`src/rtl/alu_arbiter_ctrl.sv`:
```
// rtl/alu_arbiter_ctrl.sv - round-robin two-requester front-end for a shared combinational ALU (optional ALU_ARB_STATS_EN)
module alu_arbiter_ctrl #(
    parameter int NB_OPERANDO = 8,
    parameter int NB_OPCODE   = 6,
    parameter int NB_OUT      = 8,
    parameter int NB_STAT     = 16
) (
    input  logic                   clock,
    input  logic                   reset_n,
    input  logic                   req0_valid,
    output logic                   req0_ready,
    input  logic [NB_OPERANDO-1:0] req0_dato_a,
    input  logic [NB_OPERANDO-1:0] req0_dato_b,
    input  logic [NB_OPCODE-1:0]   req0_opcode,
    input  logic                   req1_valid,
    output logic                   req1_ready,
    input  logic [NB_OPERANDO-1:0] req1_dato_a,
    input  logic [NB_OPERANDO-1:0] req1_dato_b,
    input  logic [NB_OPCODE-1:0]   req1_opcode,
    output logic [NB_OPERANDO-1:0] alu_dato_a,
    output logic [NB_OPERANDO-1:0] alu_dato_b,
    output logic [NB_OPCODE-1:0]   alu_opcode,
    input  logic [NB_OUT-1:0]      alu_out,
    output logic                   resp_valid,
    input  logic                   resp_ready,
    output logic [NB_OUT-1:0]      resp_data,
    output logic                   resp_id,
    output logic                   resp_err,
`ifdef ALU_ARB_STATS_EN
    output logic [NB_STAT-1:0]     stat_cnt0,
    output logic [NB_STAT-1:0]     stat_cnt1,
    output logic [NB_STAT-1:0]     stat_err,
`endif
    output logic                   busy
);

    typedef enum logic [1:0] {IDLE, EXEC, RESP} state_t;

    state_t                 state_q, state_d;
    logic                   last_grant_q, last_grant_d;
    logic                   id_q, id_d;
    logic [NB_OPERANDO-1:0] alu_a_q, alu_a_d, alu_b_q, alu_b_d;
    logic [NB_OPCODE-1:0]   alu_op_q, alu_op_d;
    logic                   resp_valid_q, resp_valid_d;
    logic [NB_OUT-1:0]      resp_data_q, resp_data_d;
    logic                   resp_id_q, resp_id_d;
    logic                   resp_err_q, resp_err_d;
    logic                   grant0, grant1, op_legal, resp_hs;

    always_comb begin
        case (alu_op_q)
            6'b100000, 6'b100010, 6'b100100, 6'b100101,
            6'b100110, 6'b100111, 6'b000011, 6'b000010: op_legal = 1'b1;
            default:                                    op_legal = 1'b0;
        endcase
    end

    // On contention the requester that did not win last time is granted.
    assign grant0  = req0_valid && (!req1_valid || last_grant_q);
    assign grant1  = req1_valid && (!req0_valid || !last_grant_q);
    assign resp_hs = (state_q == RESP) && resp_valid_q && resp_ready;

    always_comb begin
        state_d      = state_q;
        last_grant_d = last_grant_q;
        id_d         = id_q;
        alu_a_d      = alu_a_q;
        alu_b_d      = alu_b_q;
        alu_op_d     = alu_op_q;
        resp_valid_d = resp_valid_q;
        resp_data_d  = resp_data_q;
        resp_id_d    = resp_id_q;
        resp_err_d   = resp_err_q;
        req0_ready   = 1'b0;
        req1_ready   = 1'b0;
        case (state_q)
            IDLE: begin
                req0_ready = grant0;
                req1_ready = grant1;
                if (grant0) begin
                    alu_a_d      = req0_dato_a;
                    alu_b_d      = req0_dato_b;
                    alu_op_d     = req0_opcode;
                    id_d         = 1'b0;
                    last_grant_d = 1'b0;
                    state_d      = EXEC;
                end else if (grant1) begin
                    alu_a_d      = req1_dato_a;
                    alu_b_d      = req1_dato_b;
                    alu_op_d     = req1_opcode;
                    id_d         = 1'b1;
                    last_grant_d = 1'b1;
                    state_d      = EXEC;
                end
            end
            EXEC: begin
                resp_data_d  = op_legal ? alu_out : '0;
                resp_err_d   = !op_legal;
                resp_id_d    = id_q;
                resp_valid_d = 1'b1;
                state_d      = RESP;
            end
            RESP: begin
                if (resp_hs) begin
                    resp_valid_d = 1'b0;
                    state_d      = IDLE;
                end
            end
            default: state_d = IDLE;
        endcase
    end

    always_ff @(posedge clock) begin
        if (!reset_n) begin
            state_q      <= IDLE;
            last_grant_q <= 1'b1;
            id_q         <= 1'b0;
            alu_a_q      <= '0;
            alu_b_q      <= '0;
            alu_op_q     <= '0;
            resp_valid_q <= 1'b0;
            resp_data_q  <= '0;
            resp_id_q    <= 1'b0;
            resp_err_q   <= 1'b0;
        end else begin
            state_q      <= state_d;
            last_grant_q <= last_grant_d;
            id_q         <= id_d;
            alu_a_q      <= alu_a_d;
            alu_b_q      <= alu_b_d;
            alu_op_q     <= alu_op_d;
            resp_valid_q <= resp_valid_d;
            resp_data_q  <= resp_data_d;
            resp_id_q    <= resp_id_d;
            resp_err_q   <= resp_err_d;
        end
    end

`ifdef ALU_ARB_STATS_EN
    logic [NB_STAT-1:0] stat_cnt0_q, stat_cnt0_d, stat_cnt1_q, stat_cnt1_d, stat_err_q, stat_err_d;

    always_comb begin
        stat_cnt0_d = stat_cnt0_q;
        stat_cnt1_d = stat_cnt1_q;
        stat_err_d  = stat_err_q;
        if (resp_hs) begin
            if (!resp_id_q && stat_cnt0_q != '1) stat_cnt0_d = stat_cnt0_q + NB_STAT'(1);
            if (resp_id_q && stat_cnt1_q != '1)  stat_cnt1_d = stat_cnt1_q + NB_STAT'(1);
            if (resp_err_q && stat_err_q != '1)  stat_err_d  = stat_err_q + NB_STAT'(1);
        end
    end

    always_ff @(posedge clock) begin
        if (!reset_n) begin
            stat_cnt0_q <= '0;
            stat_cnt1_q <= '0;
            stat_err_q  <= '0;
        end else begin
            stat_cnt0_q <= stat_cnt0_d;
            stat_cnt1_q <= stat_cnt1_d;
            stat_err_q  <= stat_err_d;
        end
    end

    assign stat_cnt0 = stat_cnt0_q;
    assign stat_cnt1 = stat_cnt1_q;
    assign stat_err  = stat_err_q;
`endif

    assign alu_dato_a = alu_a_q;
    assign alu_dato_b = alu_b_q;
    assign alu_opcode = alu_op_q;
    assign resp_valid = resp_valid_q;
    assign resp_data  = resp_data_q;
    assign resp_id    = resp_id_q;
    assign resp_err   = resp_err_q;
    assign busy       = (state_q != IDLE);

endmodule

```
`config.mk`:
```
export PLATFORM = sky130hd
export DESIGN_NAME = alu_arbiter_ctrl
export DESIGN_NICKNAME = d
export VERILOG_FILES = /design/src/rtl/alu_arbiter_ctrl.sv
export SDC_FILE = /design/constraint.sdc
export NUM_CORES = 1
export LEC_CHECK = 0
export CAP_MARGIN = 20
export CORE_ASPECT_RATIO = 0.7
export CORE_MARGIN = 3
export CORE_UTILIZATION = 40
export CTS_CLUSTER_DIAMETER = 80
export CTS_CLUSTER_SIZE = 14
export DETAILED_ROUTE_END_ITERATION = 16
export MAX_ROUTING_LAYER = met4
export PLACE_DENSITY_LB_ADDON = 0.25
export SLEW_MARGIN = 20
export SYNTH_ARGS = -nofsm -noshare
export SYNTH_HDL_FRONTEND = slang
export SYNTH_SLANG_ARGS = --single-unit
```
`constraint.sdc`:
```
create_clock -name clock -period 1.77 [get_ports clock]
set_input_delay 0.354 -clock clock [delete_from_list [all_inputs] [get_ports clock]]
set_output_delay 0.354 -clock clock [all_outputs]
set_load 0.05 [all_outputs]
```
Word-level counts from Yosys, hierarchy flattened. Index checks and enable logic that the tools add are counted.

Equal/unequal tests: 12. Multiplexer cells: 18. Reduce and logical (&&, ||, !) cells: 18.

Operators by type and width (number): 8-bit two-way mux (5); 6-bit equality test, second input constant (6); 6-bit by 2-bit equality test with 1-bit output, second input constant (2); 6-bit two-way mux (2); 8-bit OR reduction (1); 1-bit two-way mux (6); 2-bit two-way mux (3); 2-bit one-hot mux with 3 select lines (1); 2-bit AND reduction (3); 2-bit nonzero test (3); 1-bit logical AND (4); 1-bit logical NOT (4); 3-bit inequality test, second input constant (1); 2-bit by 1-bit equality test with 1-bit output, second input constant (1); 2-bit equality test, second input constant (1); 2-bit logical NOT (1); 1-bit logical OR (2); 2-bit inequality test, second input constant (1); 1-bit one-hot mux with 2 select lines (1).

Register bits: 37. Input port bits: 57. Output and inout port bits: 36. Word-level logic and storage cells: 58.

Depth between registers and ports, before layout.
Word-level depth: 6. Depth in mapped cells: 5. Depth with buffers taken out: 4.

Worst setup path after synthesis. No wires, ideal clock.

Path kind: reg2out. Start point: register state_q[1]. End point: output req1_ready. Data arrival time: 1344 ps. Required time: 1416 ps. Setup slack: 72 ps. Cell stages (with the launch flop): 4. Path buffers: 0. Cell sequence: dfxtp_1 > nor2_4 > nand2_1 > a21oi_1.

Longest elaborated chain between the ends: 2.

RTL lines: from (decl) (line 39) `state_t state_q, state_d;`; from (signal assigned) (line 126) `state_q <= state_d;`; 2-bit logical NOT (line 76) `case (state_q)`; 1-bit two-way mux (line 76); to (decl) (line 16) `output logic req1_ready,`.

Every way passes these cells.

Worst setup path after layout.
Start point: register state_q[1]. End point: output req0_ready.

Longest elaborated chain between the ends: 2.

RTL lines: 2-bit logical NOT (line 76); 1-bit two-way mux (line 76); to (decl) (line 11) `output logic req0_ready,`.

Every way passes these cells.

==> flow_metrics.py <==
metrics = {
    "detailed_routing": {
        "post-route-drc-count": 0,
        "viasPerCell": 5.45,
        "wl_per_cell_um": 16.0,
        "first_pass_iters": 4,
        "vias": 1787,
        "drt_iter0_markers": 87,
        "drt_wl_total_um": 5260,
        "antenna_left": 0,
    },
    "layout": {
        "fin_cells": 328,
        "drive_above_1_share_pct": 23.9,
        "area_growth_pct": 58.9,
        "finalNetCount": 333,
        "num_antenna_cells": 0,
    },
    "floorplanning": {
        "floorplan.initialDensity_pct": 44.0,
        "rows": 19,
        "die_x_um": 86.6,
        "core_um2": 4140,
        "io-pin-count": 93,
        "die_y_um": 62.4,
        "die_area_um2": 5410,
    },
    "critical_path": {
        "path_max_fanout": 7,
        "startpoint_type": "register",
        "end_kind": "output pin",
        "worst-endpoint-required_ns": 1.42,
        "crit_type": "register to output pin",
        "cp.arrival_ns": 1.27,
    },
    "placement": {
        "place_ws_ns": -0.0963,
        "gp_congestion": 0.743,
        "hpwl_um": 3900,
        "dp_cells": 321,
        "numPortBuffers": 92,
    },
    "global_routing": {
        "grt_first_pass_wirelength_um": 8490,
        "grt_max_degree": 36,
        "grt_pass1_vias": 1675,
        "gr-total-overflow": 0,
        "antenna_found_initial": 0,
        "track_usage_pct": 20.4,
    },
    "hold_path": {
        "hp-class": "register to register",
    },
    "clock_tree": {
        "htreeDepth": 2,
        "hold_buffers": 0,
        "cts.sinks": 37,
        "cts_resized": 2,
        "cts_made_buffers": 5,
        "cts_tree": "yes",
        "cts.path.max_buffers": 2,
        "path_clk_slew_ns": 0.07,
        "root_buffer": "clkbuf_8",
        "worstSkewPairLatency_ns": 0.28,
        "postCtsSetupRepairBufs": 0,
    },
    "sta": {
        "setup_viol": 0,
        "finalHoldViolations": 0,
        "tightest_slew_ns": 0.571,
        "skew_ns": 0.00666,
        "setup_ws_ns": 0.142,
        "finalCriticalPeriod_ns": 1.63,
        "final.period_utilization_pct": 92.0,
        "final_max_slew_viol_count": 0,
        "fmax_ghz": 0.614,
        "rsz0062_at_grt": "no",
        "relSlewSlack_pct": 61.8,
    },
    "synth": {
        "syn_area_per_cell_um2": 10.1,
        "synth-simple-area-share_pct": 13.8,
        "synthAdderAreaFrac_pct": 0,
        "synth_area_leader_cell": "dfxtp_1",
        "synth_top_family_by_area": "compound AO/OA/AOI/OAI gates",
        "ys_seq_area_share_pct": 40.7,
        "syn_area_um2": 1820,
        "synth-xor-area-share_pct": 0,
        "synth.mux.area_fraction_pct": 0.550,
        "synth_cells": 181,
        "yosys_warnings": 0,
        "synth.top_cell.area_share_pct": 40.7,
        "syn_nets": 238,
        "synth_cell_types": 31,
        "synth_compound_area_share_pct": 38.7,
        "ys_ff_latch": 37,
        "synthTopCellsByArea": "dfxtp_1, o311a_1, a21boi_0, o21bai_1, and3_1",
    },
    "pwr": {
        "ir_worst_vdd_uv": 539,
        "pwr_density_cell_nw_per_um2": 896,
        "p_leak_uw": 0.00132,
    },
    "status": {
        "status": "completed",
    },
    "job": {
        "drv_cap": 0,
    },
}
[area by class of cell]
cell class                      count  area, um2
Fill cell                         341       1240
Tap cell                           52       65.1
Sequential cell                    37        741
Multi-Input combinational cell    123        967
Inverter                            3       11.3
Clock buffer                        7       86.3
Timing Repair Buffer              106       1020
[path summary, 6_finish.rpt]
path / startpoint / depth (start not counted) / to / slack (ns)
setup / recovery: state_q[1] / 3 / req0_ready / 0.14
hold / removal: resp_data[0] / 1 / resp_data[0] / 0.48
setup reg to reg: last_grant_q / 4 / alu_dato_a[4] / 0.46
hold reg to reg: resp_data[0] / 1 / resp_data[0] / 0.48
[where the power goes]
group,internal (uW),switching (uW)
clock network,309,280
logic,451,566
registers,923,60.2
total,1680,907
[worst max-delay path: stages, from the launching register on]
cell and delay, ns:
dfxtp_1 0.37, nor2_4 0.21, and3_1 0.26, buf_12 0.16
[cells in the mapped netlist]
| cell type | count |
|---|---|
| a21boi_0 | 22 |
| a21oi_1 | 4 |
| a22o_1 | 8 |
| and3_1 | 23 |
| and3_4 | 1 |
| buf_2 | 8 |
| buf_4 | 1 |
| buf_6 | 3 |
| clkbuf_1 | 6 |
| dfxtp_1 | 37 |
| inv_1 | 2 |
| inv_2 | 1 |
| mux2i_1 | 1 |
| nand2_1 | 1 |
| nand2b_1 | 1 |
| nand2b_4 | 1 |
| nand3b_1 | 1 |
| nor2_1 | 4 |
| nor2_4 | 1 |
| nor2b_1 | 2 |
| nor3_2 | 1 |
| nor4b_2 | 1 |
| o2111a_2 | 1 |
| o211a_1 | 1 |
| o211ai_1 | 1 |
| o21a_1 | 1 |
| o21ai_0 | 1 |
| o21ai_2 | 1 |
| o21bai_1 | 22 |
| o221a_2 | 1 |
| o311a_1 | 22 |
[state kept, by name, indices dropped and copies added, names as in the netlist]
register	flops
state_q	2
last_grant_q	1
resp_id	1
alu_dato_b	8
alu_dato_a	8
alu_opcode	6
resp_valid	1
resp_err	1
id_q	1
resp_data	8
[per-stage QoR]
stage               utilization (%)  setup TNS [ns]  power [uW]  hold WS (ns)  instance area (um2)
floorplan                         -               0        1620         0.465                 1820
global placement               67.8           -1.15        2010         0.459                 2800
detailed placement             67.8           -2.04        2020         0.459                 2800
CTS                            69.8               0        2610         0.481                 2890
global route                   69.9               0        2700         0.504                 2890
finish                         69.9               0        2590         0.480                 2890
[cell usage in the layout (no fill, tap or decap), drive strengths merged]
master	instances
clkdlybuf4s50	54
o211a	1
o2111a	1
buf	50
nor4b	1
o221a	1
o21a	1
dlygate4sd2	2
a22o	8
nand2b	2
nor2	5
o311a	22
and3	24
nand2	1
mux2i	1
nor2b	2
inv	3
a21boi	22
nand3b	1
o21bai	22
clkbuf	7
o211ai	1
a21oi	4
o21ai	2
dfxtp	37
nor3	1
[cells by family (layout without fill, tap and decap cells)]
| group | Yosys count | after routing |
|---|---|---|
| compound gates | 85 | 85 |
| flops | 37 | 37 |
| mux | 1 | 1 |
| buf+inv | 21 | 116 |
| simple gates | 37 | 37 |
[routing by layer]
metal | global-route usage (%) | vias to the layer above | routed length, um
li1 | - | 887 | -
met1 | 27.8 | 837 | 2500
met2 | 29.7 | 59 | 2400
met3 | 5.40 | 4 | 333
met4 | 5.84 | 0 | 29
met5 | - | - | 0
(Power assumes the default switching activity.)
